## config.mk

```make
export PLATFORM = sky130hd
export DESIGN_NAME = seg7_to_bcd_capture
export DESIGN_NICKNAME = d
export VERILOG_FILES = /design/src/rtl/seg7_pkg.sv /design/src/rtl/seg7_pattern_decode.sv /design/src/rtl/seg7_to_bcd_capture.sv
export SDC_FILE = /design/constraint.sdc
export NUM_CORES = 1
export LEC_CHECK = 0
export CORE_UTILIZATION = 25
export CTS_CLUSTER_DIAMETER = 200
export CTS_CLUSTER_SIZE = 30
export DETAILED_ROUTE_END_ITERATION = 7
export GPL_ROUTABILITY_DRIVEN = 0
export PLACE_DENSITY = 0.47
export SYNTH_ARGS = -nofsm -noshare
export SYNTH_HDL_FRONTEND = slang
export SYNTH_HIERARCHICAL = 1
export SYNTH_SLANG_ARGS = --single-unit
export TNS_END_PERCENT = 10
```

## constraint.sdc

```tcl
create_clock -name clk -period 1.8 [get_ports clk]
set_input_delay 0.27 -clock clk [delete_from_list [all_inputs] [get_ports clk]]
set_output_delay 0.27 -clock clk [all_outputs]
set_load 0.02 [all_outputs]
```

## src/rtl/seg7_pkg.sv

```systemverilog
// seg7_pkg: 7-segment pattern constants, the capture-state encoding and
// the settle-counter width shared by the display monitors.
package seg7_pkg;

  // Segment order is {a,b,c,d,e,f,g}, active-high.
  localparam logic [6:0] SEG_0 = 7'b1111110;
  localparam logic [6:0] SEG_1 = 7'b0110000;
  localparam logic [6:0] SEG_2 = 7'b1101101;
  localparam logic [6:0] SEG_3 = 7'b1111001;
  localparam logic [6:0] SEG_4 = 7'b0110011;
  localparam logic [6:0] SEG_5 = 7'b1011011;
  localparam logic [6:0] SEG_6 = 7'b1011111;
  localparam logic [6:0] SEG_7 = 7'b1110000;
  localparam logic [6:0] SEG_8 = 7'b1111111;
  localparam logic [6:0] SEG_9 = 7'b1111011;

  typedef enum logic [1:0] {WAIT, SETTLE, HELD} cap_state_t;

  localparam int CNT_W = 8;

endpackage

```

## src/rtl/seg7_pattern_decode.sv

```systemverilog
// seg7_pattern_decode: combinational 7-segment pattern to BCD decoder.
// legal is low for any pattern that is not one of the ten digit glyphs.
module seg7_pattern_decode
  import seg7_pkg::*;
(
  input  logic [6:0] seg,
  output logic       legal,
  output logic [3:0] bcd
);

  // Map each glyph back to its digit value.
  always_comb begin
    legal = 1'b1;
    bcd   = 4'd0;
    case (seg)
      SEG_0:   bcd = 4'd0;
      SEG_1:   bcd = 4'd1;
      SEG_2:   bcd = 4'd2;
      SEG_3:   bcd = 4'd3;
      SEG_4:   bcd = 4'd4;
      SEG_5:   bcd = 4'd5;
      SEG_6:   bcd = 4'd6;
      SEG_7:   bcd = 4'd7;
      SEG_8:   bcd = 4'd8;
      SEG_9:   bcd = 4'd9;
      default: legal = 1'b0;
    endcase
  end

endmodule

```

## src/rtl/seg7_to_bcd_capture.sv

```systemverilog
// seg7_to_bcd_capture: samples a multiplexed 7-segment display, filters each
// strobed pattern for stability, decodes it and assembles full frames of BCD
// digits behind a one-entry valid/ready buffer.
// Optional feature: define SEG7_ERR_CNT_EN to add the saturating err_cnt port.
module seg7_to_bcd_capture
  import seg7_pkg::*;
#(
  parameter int DIGITS        = 4,
  parameter int STABLE_CYCLES = 3
) (
  input  logic                  clk,
  input  logic                  rst_n,
  input  logic                  a,
  input  logic                  b,
  input  logic                  c,
  input  logic                  d,
  input  logic                  e,
  input  logic                  f,
  input  logic                  g,
  input  logic [DIGITS-1:0]     dig_en,
  output logic [4*DIGITS-1:0]   bcd_out,
  output logic                  out_valid,
  input  logic                  out_ready,
  output logic                  err,
  output logic [2:0]            err_digit,
  output logic                  overrun
`ifdef SEG7_ERR_CNT_EN
  ,
  output logic [7:0]            err_cnt
`endif
);

  localparam logic [CNT_W-1:0] STABLE_N = CNT_W'(STABLE_CYCLES);

  function automatic logic [2:0] onehot_idx(input logic [DIGITS-1:0] v);
    logic [2:0] idx;
    idx = 3'd0;
    for (int i = 0; i < DIGITS; i++)
      if (v[i]) idx = idx | 3'(i);
    return idx;
  endfunction

`ifdef SEG7_ERR_CNT_EN
  function automatic logic [7:0] sat_inc(input logic [7:0] v);
    return (v == 8'hFF) ? v : v + 8'd1;
  endfunction
`endif

  logic [6:0]        seg_p0, seg_p1;
  logic [DIGITS-1:0] dig_p0, dig_p1;
  logic              dec_legal;
  logic [3:0]        dec_bcd;
  logic              one_hot, change;
  cap_state_t        state, state_nxt;
  logic [CNT_W-1:0]  cnt, cnt_nxt, cnt_run;
  logic              accept;
  logic              vld_p1, legal_p1;
  logic [3:0]        bcd_p1;
  logic [DIGITS-1:0] sel_p1;
  logic [2:0]        idx_p1;
  logic [3:0]        slot [DIGITS];
  logic [DIGITS-1:0] seen, seen_nxt;
  logic [4*DIGITS-1:0] frame_flat;
  logic              frame_done, buf_free;

  // ---- stage p0: input sample, p1 holds the previous sample for change detect
  // Strobe sample registers feed the FSM, so they are cleared on reset.
  always_ff @(posedge clk or negedge rst_n) begin
    if (!rst_n) begin
      dig_p0 <= '0;
      dig_p1 <= '0;
    end else begin
      dig_p0 <= dig_en;
      dig_p1 <= dig_p0;
    end
  end

  // Segment sample registers carry data only.
  always_ff @(posedge clk) begin
    seg_p0 <= {a, b, c, d, e, f, g};
    seg_p1 <= seg_p0;
  end

  seg7_pattern_decode u_dec (
    .seg   (seg_p0),
    .legal (dec_legal),
    .bcd   (dec_bcd)
  );

  assign one_hot = (dig_p0 != '0) && ((dig_p0 & (dig_p0 - DIGITS'(1))) == '0);
  assign change  = (dig_p0 != dig_p1) || (seg_p0 != seg_p1);

  // Stability filter: count identical one-hot samples, accept once per run.
  always_comb begin
    state_nxt = state;
    cnt_nxt   = cnt;
    cnt_run   = CNT_W'(1);
    accept    = 1'b0;
    if (!one_hot) begin
      state_nxt = WAIT;
      cnt_nxt   = '0;
    end else if (!(state == HELD && !change)) begin
      cnt_run = (state == SETTLE && !change) ? cnt + CNT_W'(1) : CNT_W'(1);
      cnt_nxt = cnt_run;
      if (cnt_run == STABLE_N) begin
        accept    = 1'b1;
        state_nxt = HELD;
      end else begin
        state_nxt = SETTLE;
      end
    end
  end

  // FSM state and settle counter.
  always_ff @(posedge clk or negedge rst_n) begin
    if (!rst_n) begin
      state <= WAIT;
      cnt   <= '0;
    end else begin
      state <= state_nxt;
      cnt   <= cnt_nxt;
    end
  end

  // ---- stage p1: registered accept
  // Accept strobe is control and is reset; the payload travels unreset.
  always_ff @(posedge clk or negedge rst_n) begin
    if (!rst_n) vld_p1 <= 1'b0;
    else        vld_p1 <= accept;
  end

  // Accept payload: decoded digit, legality and strobe position.
  always_ff @(posedge clk) begin
    legal_p1 <= dec_legal;
    bcd_p1   <= dec_bcd;
    sel_p1   <= dig_p0;
    idx_p1   <= onehot_idx(dig_p0);
  end

  // ---- stage p2: capture slots, frame assembly and output buffer
  // Legal accepts overwrite their slot; the last value before completion wins.
  always_ff @(posedge clk) begin
    for (int i = 0; i < DIGITS; i++)
      if (vld_p1 && legal_p1 && sel_p1[i]) slot[i] <= bcd_p1;
  end

  // Completion clears seen first so an accept on the same edge starts the next frame.
  always_comb begin
    seen_nxt = frame_done ? '0 : seen;
    for (int i = 0; i < DIGITS; i++)
      if (vld_p1 && sel_p1[i]) seen_nxt[i] = legal_p1;
  end

  // Flatten slots into the frame word, nibble i = digit i.
  always_comb begin
    frame_flat = '0;
    for (int i = 0; i < DIGITS; i++)
      frame_flat[4*i +: 4] = slot[i];
  end

  assign frame_done = &seen;
  assign buf_free   = !out_valid || out_ready;

  // Output buffer, error pulse and sticky overrun.
  always_ff @(posedge clk or negedge rst_n) begin
    if (!rst_n) begin
      seen      <= '0;
      bcd_out   <= '0;
      out_valid <= 1'b0;
      err       <= 1'b0;
      err_digit <= 3'd0;
      overrun   <= 1'b0;
`ifdef SEG7_ERR_CNT_EN
      err_cnt   <= 8'd0;
`endif
    end else begin
      seen <= seen_nxt;
      err  <= vld_p1 && !legal_p1;
      if (vld_p1 && !legal_p1) begin
        err_digit <= idx_p1;
`ifdef SEG7_ERR_CNT_EN
        err_cnt   <= sat_inc(err_cnt);
`endif
      end
      if (frame_done) begin
        if (buf_free) begin
          bcd_out   <= frame_flat;
          out_valid <= 1'b1;
        end else begin
          overrun <= 1'b1;
        end
      end else if (out_valid && out_ready) begin
        out_valid <= 1'b0;
      end
    end
  end

endmodule

```

==> out/qor.txt <==
Placed cells = 440
Synthesis-to-layout area growth = 26.7%
Clock transition at path regs = 70 ps
Final Cycle Share = 90.5%
Fin worst setup slack = 171 ps
Post-Route WL = 5600 µm
ANT nets after route = 0
Worst skew pair latency = 330 ps
Data arrival, critical path = 1870 ps
Ant diodes = 0
Total Power Consumption = 0.00391 W
Initial Util = 25.7%
Final Util = 32.6%
Vias in the first global route = 1874
Clock power frac = 43.9%
CTS tree = yes
Lkg Pwr = 1.67 nW
Mapped Avg Cell Area = 13.9 µm²
Most frequent cells in the layout = 44 x dfrtp_1, 33 x clkdlybuf4s50_1, 25 x dfxtp_1, 19 x mux2_2, 16 x edfxtp_1
Tot GR Track Use = 9.23%
Startpoint types = flip-flop
Root Driver = clkbuf_16
Comb pwr share = 4.4%
Post-synthesis sequential area ratio = 64.2%
Crit. End Element = flip-flop
Clock Sinks = 85
Skew final = 7.24 ps
Synth area leaders = dfrtp_1 34%, dfxtp_1 15%, edfxtp_1 15%
Final setup viols = 0
Synth warn = 6
Power Internal = 0.00302 W
Vias = 1884
Post-synthesis async set-or-reset flop share = 51.8%
Die Y = 116 µm
Seq cells post-synth = 85
Mapped Area = 0.00324 mm²
Fmax = 614 MHz
DRC viols = 0
Final hold vios = 0
Initial antenna violation count = 0
Remaining Overflow, GRT = 0
Syn nets = 249
Max Cap Violations = 0
CTS Buf Count = 9
H-tree levels = 3
Worst Path Max Fanout = 9
Largest net degree at the start of global routing = 45
Final HPWL DP = 3860 µm
Row count = 41
Non-Filler Instances = 457
Global-route wire length before repair = 9420 µm
Drt initial violations = 70
PD cells = 952 mW/mm²
Reg power frac = 51.6%
Die width = 116 µm
Most common cell after layout, fill and taps aside = dfrtp_1
Setup Crit Path Kind = flip-flop to flip-flop
Post-synth top area share = 34.0%
Share of layout cells above drive strength 1 = 23.9%
Synth cell types = 59
Drt pass-1 iters = 4
Cells after synthesis = 234
Post-layout minimum cycle time = 1630 ps
Layout net count = 295
RSZ-0062 raised after global routing = false
Maximum vdd drop = 0.000427 V
Via-to-Cell Ratio = 4.12
TNS Setup = 0 ps
Max Buffers Root-to-Sink = 2
DP Worst Slack = 84.3 ps
Worst min-delay path class = primary input to flip-flop
WP data required = 2040 ps
Prevailing post-synth register cell = dfrtp_1
Wire per inst = 12.2 µm
Total core area = 0.0126 mm²
Switching power = 0.000893 W
Max Slew Vio Count = 0
Port Buffers = 34
IO Count = 36
Number of synthesized flops with an enable pin = 16
Area leader, netlist = dfrtp_1
Status = finished clean
Sw Share = 22.8%
Die area = 0.0134 mm²
cell usage after synthesis, types with 2 or more instances:
master,count
nor2_1,3
nand3_1,5
xor2_1,13
nor3_1,9
and3_2,4
buf_4,3
inv_1,4
a21oi_1,4
o21ai_0,6
mux2_2,19
buf_6,2
a22oi_1,3
or2_2,2
a31o_2,5
nor2b_1,4
and3_1,5
dfrtp_1,44
xnor2_1,3
buf_2,3
nand2b_1,3
a211oi_1,2
dfxtp_1,25
nand2_1,9
o211ai_1,2
edfxtp_1,16
nor4_4,2
nand3b_1,2
metal layers:
layer	wire length, µm	share of wire, %	GRT usage, %	vias to the layer above
li1	-	-	-	944
met1	2750	49	11.8	897
met2	2540	45	14.2	37
met3	231	4.1	3.03	6
met4	78	1.4	3.93	0
met5	0	0	0	-
final cells by class:
type / instances / area, µm²
sequential: 85 / 2080
clock buffer: 9 / 225
inverter: 4 / 15.0
clock inverter: 7 / 56.3
multi-input combinational: 135 / 1080
fill: 1293 / 8510
tap: 172 / 215
timing repair buffer: 45 / 433
final timing paths:
check	from	end	slack [ps]	cells past startpoint
max	dig_p0[3]	cnt[6]	170	4
min	dig_en[0]	dig_p0[0]	370	1
max reg2reg	dig_p0[3]	cnt[6]	170	4
min reg2reg	idx_p1[0]	err_digit[0]	470	1
max in group asynchronous	rst_n	dig_p1[3]	1130	3
min in group asynchronous	rst_n	bcd_out[15]	440	3
stage by stage:
step           hold slack [ps]  area (µm²)
5_1_grt                    360        4110
6_report                   371        4110
3_5_place_dp               270        3810
3_3_place_gp               265        3810
2_1_floorplan            -25.6        3240
4_1_cts                    358        4100
cell families after synthesis:
kind of cell             share of synthesized area, %
buffers and inverters                            2.59
multiplexers                                     6.60
AO/OA/AOI/OAI                                    8.07
flip-flops                                       64.2
XOR/XNOR                                         4.32
other                                           0.116
AND/OR/NAND/NOR                                  13.7
adder cells (fa/ha/maj)                         0.386
power by group through the flow:
| stage | Sequential (W) | Clock, W | Combinational [W] |
|---|---|---|---|
| final | 0.00202 | 0.00172 | 0.000173 |
| after global routing | 0.00202 | 0.00185 | 0.000193 |
| after CTS | 0.00202 | 0.00178 | 0.000177 |
| after detailed placement | 0.00206 | 0 | 0.000175 |
| after global placement | 0.00206 | 0 | 0.000173 |
| after floorplan | 0.00205 | 0 | 0.0000965 |
sequential cells by signal (all words and copies together), names as in the netlist:
| register | count |
|---|---|
| bcd_out | 16 |
| bcd_p1 | 4 |
| cnt | 8 |
| dig_p0 | 4 |
| dig_p1 | 4 |
| err | 1 |
| err_digit | 2 |
| idx_p1 | 2 |
| legal_p1 | 1 |
| out_valid | 1 |
| overrun | 1 |
| seen | 4 |
| seg_p0 | 7 |
| seg_p1 | 7 |
| sel_p1 | 4 |
| slot | 16 |
| state | 2 |
| vld_p1 | 1 |
worst max-delay path: stages, from the launching register on:
cell,delay [ps]
dfrtp_1,490
xor2_1,210
nor4_4,340
nand4_4,240
a211oi_1,270
what timing repair did:
action                                 4_1_cts  5_1_grt
buffers inserted                             0        0
endpoints found under the hold margin       44        0
hold buffers                                 1        0
setup endpoints to repair                    0        1
resized for setup                            0        1
Note: power is estimated with default switching activity, not from simulation.
